===== config.mk =====
export PLATFORM = sky130hd
export DESIGN_NAME = serial_subtractor
export DESIGN_NICKNAME = d
export VERILOG_FILES = /design/src/rtl/subtractor_pkg.sv /design/src/rtl/full_subtractor.sv /design/src/rtl/serial_subtractor.sv
export SDC_FILE = /design/constraint.sdc
export NUM_CORES = 1
export LEC_CHECK = 0
export ABC_AREA = 1
export BUFFER_PORTS_ARGS = -buffer_cell sky130_fd_sc_hd__buf_2
export CAP_MARGIN = 20
export CORE_ASPECT_RATIO = 0.7
export CORE_MARGIN = 2
export CORE_UTILIZATION = 45
export CTS_BUF_LIST = sky130_fd_sc_hd__clkbuf_8 sky130_fd_sc_hd__clkbuf_16
export DETAILED_ROUTE_END_ITERATION = 12
export GPL_ROUTABILITY_DRIVEN = 0
export GPL_TIMING_DRIVEN = 0
export PLACE_DENSITY = 0.69
export SLEW_MARGIN = 10
export SYNTH_ARGS = -nofsm -noshare
export SYNTH_HDL_FRONTEND = slang
export SYNTH_HIERARCHICAL = 1
export SYNTH_SLANG_ARGS = --single-unit
export TNS_END_PERCENT = 5

===== constraint.sdc =====
create_clock -name clk -period 1.53 [get_ports clk]
set_input_delay 0.2295 -clock clk [delete_from_list [all_inputs] [get_ports clk]]
set_output_delay 0.2295 -clock clk [all_outputs]
set_load 0.02 [all_outputs]

===== src/rtl/subtractor_pkg.sv =====
// Shared definitions for the bit-serial subtractor.
//   state_t       : controller states (IDLE, SHIFT, DONE)
//   DEFAULT_WIDTH : default operand/result width
package subtractor_pkg;

    localparam int DEFAULT_WIDTH = 4;

    typedef enum logic [1:0] {
        IDLE  = 2'd0,
        SHIFT = 2'd1,
        DONE  = 2'd2
    } state_t;

endpackage


===== src/rtl/full_subtractor.sv =====
// One-bit full subtractor cell: computes a - b - bin.
// Ports:
//   a, b  : operand bits (minuend, subtrahend)
//   bin   : borrow in
//   diff  : difference bit
//   bout  : borrow out
module full_subtractor (
    input  logic a,
    input  logic b,
    input  logic bin,
    output logic diff,
    output logic bout
);

    assign diff = a ^ b ^ bin;
    // Borrow when a < b, or when a == b and a borrow is already pending.
    assign bout = (~a & b) | (~(a ^ b) & bin);

endmodule


===== src/rtl/serial_subtractor.sv =====
// Bit-serial two's-complement subtractor: d = n1 - n2, one bit per clock,
// LSB first, through a single full_subtractor cell.
// Ports:
//   clk, rst       : clock, asynchronous active-high reset
//   start          : operation request, sampled only while idle
//   n1, n2         : minuend and subtrahend, captured when start is accepted
//   busy           : high while bits are being processed
//   done           : one-cycle pulse after the result is loaded
//   d              : difference (updated only at completion)
//   Bo             : unsigned borrow out (n1 < n2 unsigned)
//   Overflow       : signed overflow (borrow into MSB xor borrow out of MSB)
module serial_subtractor
    import subtractor_pkg::*;
#(
    parameter int WIDTH = DEFAULT_WIDTH
) (
    input  logic             clk,
    input  logic             rst,
    input  logic             start,
    input  logic [WIDTH-1:0] n1,
    input  logic [WIDTH-1:0] n2,
    output logic             busy,
    output logic             done,
    output logic [WIDTH-1:0] d,
    output logic             Bo,
    output logic             Overflow
);

    localparam int CW = $clog2(WIDTH);
    localparam logic [CW-1:0] LAST = CW'(WIDTH - 1);

    state_t           state_reg;
    logic [WIDTH-1:0] a_reg;
    logic [WIDTH-1:0] b_reg;
    logic [WIDTH-1:0] r_reg;
    logic             br_reg;
    logic [CW-1:0]    cnt_reg;
    logic [WIDTH-1:0] d_reg;
    logic             bo_reg;
    logic             ovf_reg;

    logic             cell_diff;
    logic             cell_bout;
    logic [WIDTH-1:0] r_next;

    full_subtractor u_cell (
        .a    (a_reg[0]),
        .b    (b_reg[0]),
        .bin  (br_reg),
        .diff (cell_diff),
        .bout (cell_bout)
    );

    // New difference bit enters at the MSB; after WIDTH shifts the LSB of
    // the result has reached bit 0. On the last bit this is the final result.
    assign r_next = WIDTH'({cell_diff, r_reg} >> 1);

    always_ff @(posedge clk or posedge rst) begin
        if (rst) begin
            state_reg <= IDLE;
            a_reg     <= '0;
            b_reg     <= '0;
            r_reg     <= '0;
            br_reg    <= 1'b0;
            cnt_reg   <= '0;
            d_reg     <= '0;
            bo_reg    <= 1'b0;
            ovf_reg   <= 1'b0;
        end else begin
            case (state_reg)
                IDLE: begin
                    if (start) begin
                        a_reg     <= n1;
                        b_reg     <= n2;
                        br_reg    <= 1'b0;
                        cnt_reg   <= '0;
                        state_reg <= SHIFT;
                    end
                end
                SHIFT: begin
                    a_reg   <= a_reg >> 1;
                    b_reg   <= b_reg >> 1;
                    r_reg   <= r_next;
                    br_reg  <= cell_bout;
                    cnt_reg <= cnt_reg + CW'(1);
                    if (cnt_reg == LAST) begin
                        d_reg     <= r_next;
                        bo_reg    <= cell_bout;
                        // br_reg still holds the borrow into the MSB here.
                        ovf_reg   <= br_reg ^ cell_bout;
                        state_reg <= DONE;
                    end
                end
                DONE: begin
                    state_reg <= IDLE;
                end
                default: begin
                    state_reg <= IDLE;
                end
            endcase
        end
    end

    assign busy     = (state_reg == SHIFT);
    assign done     = (state_reg == DONE);
    assign d        = d_reg;
    assign Bo       = bo_reg;
    assign Overflow = ovf_reg;

endmodule


-- Word-level counts from Yosys, hierarchy flattened
Index checks and enable logic that the tools add are counted.
W data, S select, Z words.
- equal/unequal tests: 5
- bitwise gates (word level): 8
- add/sub/neg operators: 1
- multiplexer cells: 11
- reductions and logical operators: 5
- operators with widths (kind ; count):
    $pmux W4 S2 ; 2
    $mux W4 ; 2
    $pmux W2 S2 ; 2
    $mux W2 ; 3
    $reduce_and A2 Y1 ; 3
    $eq A2 B2 Y1 const B ; 2
    $xor A1 B1 Y1 ; 3
    $add A2 B1 Y2 const B ; 1
    $and A1 B1 Y1 ; 2
    $eq A2 B1 Y1 const B ; 1
    $logic_not A2 Y1 ; 1
    $ne A2 B1 Y1 const B ; 1
    $ne A2 B2 Y1 const B ; 1
    $not A1 Y1 ; 2
    $pmux W1 S2 ; 1
    $reduce_bool A2 Y1 ; 1
    $mux W1 ; 1
    $or A1 B1 Y1 ; 1
- output and inout port bits: 8
- flip-flop bits (word level): 23
- input bits: 11

-- Logic depth before layout (Yosys ltp)
Gate-level depths: netlist (run 1).
- word-level depth: 5
- mapped depth: 6

-- Hierarchy
Netlist (run 1), hierarchy kept.
- modules (own cells, without submodules) (module ; times used ; cells each ; area each (um^2)):
    serial_subtractor ; 1 ; 121 ; 1044.8
    full_subtractor ; 1 ; 4 ; 31.3

-- Worst setup path after synthesis (run 1)
Ideal clock, no wire load.
- kind: reg2reg
- from: register a_reg[0]
- to: register ovf_reg (netlist: Overflow)
- data required time: 1.465 ns
- data arrival time: 1.105 ns
- buffers on the path: 0
- cell stages (with the launch flop): 6
- setup slack: 0.360 ns
- path through: dfrtp_1 > fa_1 > inv_1 > xor2_1 > nand2_1 > nand2_1
- cells in the longest elaborated chain, start to end: 5
- elaborated cells on any way between the ends: 7
- classes of those cells: bitwise (7)
- ends and longest elaborated chain (item ; line ; source):
    start: declaration ; serial_subtractor.sv:33 ; logic [WIDTH-1:0] a_reg;
    start signal: assignment ; serial_subtractor.sv:73 ; a_reg <= n1;
    start signal: assignment ; serial_subtractor.sv:81 ; a_reg <= a_reg >> 1;
    $xor A1 B1 Y1 ; full_subtractor.sv:17 ; assign bout = (~a & b) | (~(a ^ b) & bin);
    $not A1 Y1 ; full_subtractor.sv:17 ;
    $and A1 B1 Y1 ; full_subtractor.sv:17 ;
    $or A1 B1 Y1 (*) ; full_subtractor.sv:17 ;
    via cell_bout ; serial_subtractor.sv:43 ; logic cell_bout;
    $xor A1 B1 Y1 (*) ; serial_subtractor.sv:90 ; ovf_reg <= br_reg ^ cell_bout;
    end signal: assignment ; serial_subtractor.sv:90 ;
    end: declaration ; serial_subtractor.sv:40 ; logic ovf_reg;
The timed path passes the listed nets; every way through them passes the cells marked *.
A chain may end at the register's enable or synchronous reset.

-- Worst setup path after layout (run 1)
- from: register state_reg[0]
- to: output port busy
- cells in the longest elaborated chain, start to end: 1
- ends and longest elaborated chain (item ; line ; source):
    start: declaration ; serial_subtractor.sv:32 ; state_t state_reg;
    start signal: assignment ; serial_subtractor.sv:60 ; state_reg <= IDLE;
    start signal: assignment ; serial_subtractor.sv:77 ; state_reg <= SHIFT;
    start signal: assignment ; serial_subtractor.sv:91 ; state_reg <= DONE;
    $eq A2 B1 Y1 ; serial_subtractor.sv:104 ; assign busy = (state_reg == SHIFT);
    end: declaration ; serial_subtractor.sv:22 ; output logic busy,
Every way passes these cells.

==> results.yml, run 1 <==
run_status:
  run_status: "completed"
placement:
  placement.io_buffers: 18
  post-place-cells: 175
  dpl.hpwl_um: 1430
  place_ws_ps: 290
floorplanning:
  die_area_um2: 2800
  placementRows: 14
  floorplan.core_area_um2: 2210
  floorplan.die.width_um: 62.4
  num_io_pins: 19
  fp.dieH_um: 44.9
  floorplan.initialDensity: 0.488
yosys:
  synthesis.yosys.warnings: 6
  synthMostInstantiatedCell: "sky130_fd_sc_hd__nand2_1"
  synthDominantAreaCellType: "sky130_fd_sc_hd__dfrtp_1"
  synth.distinct_cells: 18
  mappedNetlistArea_um2: 1080
  synth_commonest_cells: "sky130_fd_sc_hd__nand2_1, sky130_fd_sc_hd__dfrtp_1, sky130_fd_sc_hd__inv_1"
  synth.net_count: 138
  post-synth-top-area-fraction: 0.512
  seq_area_frac_synth: 0.512
  ys_async_sr_fraction: 1.00
  yosys_register_bits: 22
  synth_edf_count: 0
  post_synth_inst_count: 125
  synth_top_cells_by_area: "sky130_fd_sc_hd__dfrtp_1, sky130_fd_sc_hd__nand2_1, sky130_fd_sc_hd__inv_1, sky130_fd_sc_hd__nand3_1, sky130_fd_sc_hd__buf_6"
  synth_ff_type: "sky130_fd_sc_hd__dfrtp_1"
  syn_area_per_cell_um2: 8.61
flow_run:
  max_cap_violations: 0
final_layout:
  instances_no_fill: 179
  layout-area-overhead-vs-synth_pct: 18.7
  count_of_inserted_antenna_diode_cells: 0
  final_layout_size_suffix_gt1_frac: 0.259
  final_util: 0.579
  fillCellCount: 211
  design.final.nets: 161
drt:
  post-route-drc-count: 0
  drt_first_pass_iters: 4
  routed_wirelength_um: 1950
  routed_via_density: 4.51
  detailedRoute.firstIterationViolations: 22
  count_of_nets_left_with_antenna_violations_after_detail_routing: 0
  wire_per_inst_um: 10.9
  vias: 808
clock_tree:
  cts.sink_count: 22
  ctsLongestPathBuffers: 2
  postCtsSetupRepairBufs: 0
  clk_transition_reported_paths_ps: 80
  cts_inserted_buffers: 3
  h_tree_depth_reported_by_cts: 1
  cts_repair_resized_insts: 0
  cts_tree: "done"
  cts-hold-fix-buffers: 0
  clock_insertion_delay_worst_skew_ps: 260
  library_cell_used_as_clock_root_buffer: "sky130_fd_sc_hd__clkbuf_8"
grt:
  grt_antenna_before_repair: 0
  grt_first_pass_wirelength_um: 3470
  vias_in_the_first_global_route: 796
  grtUsageTotal: 0.168
  grt_start_max_net_pins: 23
  globalRouteOverflowTotal: 0
sta:
  final-hold-violation-count: 0
  setup_repair_after_global_routing_missed_its_margin: "false"
  fin_skew_ps: 5.53
  timing_max_transition_violations_final: 0
  clock.fmax_mhz: 711
  maxSlewHeadroom: 0.441
  holdWs_ps: 123
  final_critical_path_setup_slack_ps: 123
  tightestPinTransition_ps: 838
  final.period_utilization: 0.919
  finalSetupTns_ps: 0
  report.final.setup_viol: 0
  timing.final.crit_period_ps: 1410
pwr:
  comb_pwr_share: 0.462
  power.leakage_nw: 0.719
  irDropWorstVdd_mv: 1.20
  share_seq_of_total_power: 0.351
  clock_power_share: 0.187
  power.density_nw_per_um2: 2250
  total_net_switching_power_mw: 1.18
  sw_frac_of_total: 0.410
  intPower_mw: 1.70
worst_setup_path:
  r2r-end: "Overflow"
  r2r_cells: 5
  worstPathRequired_ps: 1300
  rrSetupSlack_ps: 260
  critical_path.endpoint_type: "primary output"
  reg2reg_from: "a_reg[0]"
  cp_max_fo: 10
  crit_type: "flip-flop to primary output"
  worstPathArrival_ps: 1180
  start_kind: "flip-flop"
hold_path:
  worst_hold_path_class: "input port to asynchronous set/reset pin"
[cell type report]
class | instances | area, um2 | share of cell area
buffer | 3 | 33.8 | 0.0264
multi-input combinational | 76 | 402 | 0.314
clock inverter | 1 | 30.0 | 0.0235
clock buffer | 3 | 41.3 | 0.0323
sequential | 22 | 551 | 0.431
inverter | 24 | 90.1 | 0.0705
tap | 32 | 40.0 | 0.0313
timing repair buffer | 18 | 90.1 | 0.0705
[worst max path at each step]
stage,depth (start not counted),start,end,slack [ps]
after detailed placement,5,a_reg[0],Overflow,290
after global placement,5,a_reg[0],Overflow,270
final,4,state_reg[0],busy,120
after global routing,4,state_reg[0],busy,50
after floorplan,5,a_reg[0],Overflow,360
after CTS,4,state_reg[0],busy,110
[cell families after synthesis]
family / share of synthesized area
buffers and inverters: 0.115
and+or+nand+nor: 0.259
DFF: 0.512
AOI/OAI and AO/OA: 0.0756
adders and majority gates: 0.0302
xor gates and xnor gates: 0.00814
[cells in the final DEF (no fill, tap or decap)]
cell,instances
sky130_fd_sc_hd__nand2_1,41
sky130_fd_sc_hd__dfrtp_1,22
sky130_fd_sc_hd__inv_1,22
sky130_fd_sc_hd__buf_2,18
sky130_fd_sc_hd__nand3_1,13
sky130_fd_sc_hd__o21ai_0,6
sky130_fd_sc_hd__buf_6,3
sky130_fd_sc_hd__o21ai_2,3
sky130_fd_sc_hd__clkbuf_8,3
sky130_fd_sc_hd__inv_2,2
sky130_fd_sc_hd__nand2_4,2
sky130_fd_sc_hd__nand2_2,2
sky130_fd_sc_hd__nor2_1,2
sky130_fd_sc_hd__o21ai_4,1
sky130_fd_sc_hd__nor2_2,1
sky130_fd_sc_hd__nor2_4,1
sky130_fd_sc_hd__a21oi_2,1
sky130_fd_sc_hd__xor2_1,1
sky130_fd_sc_hd__ha_1,1
sky130_fd_sc_hd__bufinv_16,1
sky130_fd_sc_hd__fa_1,1
[metrics by stage]
step                cell area (um2)  power, mW
global route                   1280       3.15
global placement               1210       2.31
CTS                            1280       2.92
detailed placement             1210       2.36
finish                         1280       2.88
floorplan                      1080       2.04
[power groups by stage]
stage / Sequential, mW / Combinational (mW) / Clock (mW)
global route: 1.05 / 1.52 / 0.583
global placement: 1.01 / 1.31 / 0
floorplan: 1.08 / 0.959 / 0
CTS: 1.01 / 1.35 / 0.554
finish: 1.01 / 1.33 / 0.538
detailed placement: 1.02 / 1.34 / 0
[routing by layer]
metal,wire (um),vias to the layer above,global-route usage
li1,-,421,-
met2,894,10,0.273
met4,19,0,0.0533
met3,82,2,0.0623
met5,0,-,0
met1,957,375,0.215
[worst max-delay path: stages, from the launching register on]
cell                      delay (ps)
sky130_fd_sc_hd__dfrtp_1         350
sky130_fd_sc_hd__buf_6           160
sky130_fd_sc_hd__inv_2            60
sky130_fd_sc_hd__nor2_4          150
sky130_fd_sc_hd__buf_2           190
(Power assumes the default switching activity.)
==> run 2, diff against run 1 <==
ABC_AREA = not set   (was 1)
CAP_MARGIN = not set   (was 20)
PLACE_DENSITY = 0.7   (was 0.69)
==> run 2 against run 1 <==
Against the previous run: setup slack worse by 68 ps; die area decreased by 6.1%; highest routed layer is now met3; critical endpoint unchanged; via count down 11%; sequential power is essentially flat; area after synthesis is 6.6% lower.
==> results.yml, run 2 <==
final_layout:
  fillCellCount: 211
  count_of_inserted_antenna_diode_cells: 0
  final_layout_size_suffix_gt1_frac: 0.324
  mostFrequentLayoutCell: "sky130_fd_sc_hd__dfrtp_1"
  layout-area-overhead-vs-synth_pct: 20.5
  mostFrequentLayoutCells: "sky130_fd_sc_hd__dfrtp_1, sky130_fd_sc_hd__buf_2, sky130_fd_sc_hd__inv_1"
  design.final.nets: 125
pwr:
  comb_pwr_share: 0.430
  intPower_mw: 1.79
  power.leakage_nw: 0.590
  power.density_nw_per_um2: 2270
  clock_power_share: 0.193
  sw_frac_of_total: 0.351
  total_net_switching_power_mw: 0.966
  share_seq_of_total_power: 0.377
  irDropWorstVdd_mv: 1.13
floorplanning:
  num_io_pins: 19
  fp.dieH_um: 43.5
  die_area_um2: 2630
  floorplan.die.width_um: 60.5
  placementRows: 14
  floorplan.core_area_um2: 2140
  floorplan.initialDensity: 0.470
yosys:
  mappedNetlistArea_um2: 1000
  synth_commonest_cells: "sky130_fd_sc_hd__dfrtp_1, sky130_fd_sc_hd__inv_1, sky130_fd_sc_hd__nor2_1, sky130_fd_sc_hd__nor3_1, sky130_fd_sc_hd__o21ai_0"
  synthesis.yosys.warnings: 6
  post_synth_inst_count: 89
  synth_edf_count: 0
  synth.net_count: 102
  ys_async_sr_fraction: 1.00
  syn_area_per_cell_um2: 11.3
  synth.distinct_cells: 26
  synth_top_cells_by_area: "sky130_fd_sc_hd__dfrtp_1, sky130_fd_sc_hd__mux2_2, sky130_fd_sc_hd__mux2_4, sky130_fd_sc_hd__inv_1, sky130_fd_sc_hd__nor3_1"
  seq_area_frac_synth: 0.548
  synth_ff_type: "sky130_fd_sc_hd__dfrtp_1"
  synthDominantAreaCellType: "sky130_fd_sc_hd__dfrtp_1"
  post-synth-top-area-fraction: 0.548
  yosys_register_bits: 22
  synthMostInstantiatedCell: "sky130_fd_sc_hd__dfrtp_1"
sta:
  final-hold-violation-count: 0
  timing.final.crit_period_ps: 1470
  maxSlewHeadroom: 0.444
  setup_repair_after_global_routing_missed_its_margin: "false"
  holdWs_ps: 122
  tightestPinTransition_ps: 834
  clock.fmax_mhz: 678
  finalSetupTns_ps: 0
  report.final.setup_viol: 0
  timing_max_transition_violations_final: 0
  final.period_utilization: 0.964
  fin_skew_ps: 6.01
worst_setup_path:
  timing.critical_path.mode_cell: "sky130_fd_sc_hd__buf_4"
  reg2reg_from: "b_reg[0]"
  timing.critical_path.slowest_stage_cell: "sky130_fd_sc_hd__dfrtp_1"
  worstPathRequired_ps: 1300
  r2r_cells: 3
  worst_path_largest_cell_delay_ps: 410
  cp_max_fo: 8
  r2r-end: "r_reg[3]"
  critical_path.endpoint_type: "primary output"
  crit_type: "flip-flop to primary output"
  worstPathArrival_ps: 1250
  rrSetupSlack_ps: 210
  timing.critical_path.cells: "nand2b_1 -> buf_4 -> inv_1 -> buf_4"
  start_kind: "flip-flop"
drt:
  count_of_nets_left_with_antenna_violations_after_detail_routing: 0
  detailedRoute.firstIterationViolations: 34
  post-route-drc-count: 0
  routed_via_density: 5.01
  vias: 717
  routed_wirelength_um: 1850
  wire_per_inst_um: 13.0
  drt_first_pass_iters: 4
grt:
  grt_antenna_before_repair: 0
  grtUsageTotal: 0.175
  vias_in_the_first_global_route: 733
  globalRouteOverflowTotal: 0
  grt_first_pass_wirelength_um: 3350
  grt_start_max_net_pins: 23
run_status:
  run_status: "completed"
flow_run:
  max_cap_violations: 0
placement:
  placement.io_buffers: 17
  dpl.hpwl_um: 1350
clock_tree:
  h_tree_depth_reported_by_cts: 1
  library_cell_used_as_clock_root_buffer: "sky130_fd_sc_hd__clkbuf_8"
  ctsLongestPathBuffers: 2
  cts_inserted_buffers: 3
  clk_transition_reported_paths_ps: 80
  cts-hold-fix-buffers: 0
  clock_insertion_delay_worst_skew_ps: 260
  cts.sink_count: 22
  cts_tree: "done"
hold_path:
  worst_hold_path_class: "input port to asynchronous set/reset pin"
## run 2: cell count changes after synthesis, moves of 3 or more
cell and change:
sky130_fd_sc_hd__nand2_1 -37, sky130_fd_sc_hd__inv_1 -13, sky130_fd_sc_hd__nand3_1 -13, sky130_fd_sc_hd__nor3_1 +6, sky130_fd_sc_hd__mux2_2 +5, sky130_fd_sc_hd__a21oi_1 +4
sky130_fd_sc_hd__nor2_1 +4, sky130_fd_sc_hd__o22ai_1 +4, sky130_fd_sc_hd__mux2_4 +3, sky130_fd_sc_hd__o21ai_2 -3
## run 2: power by group through the flow
stage	combinational [mW]	clock (mW)	sequential, mW
after global routing	1.33	0.572	1.08
final	1.18	0.532	1.04
after global placement	1.13	0	1.04
after floorplan	0.816	0	1.11
after detailed placement	1.17	0	1.05
after CTS	1.18	0.553	1.04
## run 2: worst max-delay path by stage
stage / slack, ps / end / start
2_1_floorplan: 280 / r_reg[3] / a_reg[0]
3_3_place_gp: 230 / r_reg[3] / b_reg[0]
3_5_place_dp: 230 / r_reg[3] / b_reg[0]
4_1_cts: 10 / busy / state_reg[1]
5_1_grt: 0.9 / busy / state_reg[1]
6_report: 60 / busy / state_reg[1]
## run 2: cell families after synthesis
family / after synthesis / synth area share
AOI/OAI and AO/OA: 20 / 0.126
xor gates and xnor gates: 1 / 0.00872
adders and majority gates: 2 / 0.0324
buffers and inverters: 13 / 0.0647
DFF: 22 / 0.548
muxes: 8 / 0.101
and+or+nand+nor: 23 / 0.120
## run 2: per-layer routing
layer / global-route usage / part of all wire
met5: 0 / 0
met4: 0.0217 / 0
met3: 0.0687 / 0.045
met2: 0.252 / 0.46
met1: 0.260 / 0.50
## run 2: area by class of cell
class / count / area, um2 / share of cell area
Timing Repair Buffer: 18 / 95.1 / 0.0785
Buffer: 4 / 31.3 / 0.0258
Multi-Input combinational cell: 54 / 389 / 0.321
Clock buffer: 3 / 41.3 / 0.0341
Tap cell: 32 / 40.0 / 0.0331
Clock inverter: 1 / 30.0 / 0.0248
Inverter: 9 / 33.8 / 0.0279
Sequential cell: 22 / 551 / 0.455
## run 2: timing repair
| action | in CTS | in global routing |
|---|---|---|
| resized for setup | 0 | 1 |
| buffers inserted | 0 | 1 |
| setup endpoints to repair | 0 | 1 |
## run 2: through the flow
stage               instances   util  instance area (um2)  power (mW)  setup WS, ps
finish                    143  0.567                 1210        2.75          55.3
global route              143  0.567                 1210        2.98         0.868
CTS                       142  0.562                 1200        2.77          13.6
detailed placement        138  0.529                 1130        2.22           228
global placement          138  0.529                 1130        2.17           235
floorplan                  89      -                 1000        1.92           283
## run 2: worst max-delay path: cells and delay by family, from the launching register on
family                 cells  cell delay [ps]
buffers and inverters      3              430
AND/OR/NAND/NOR            1              150
flip-flops                 1              410
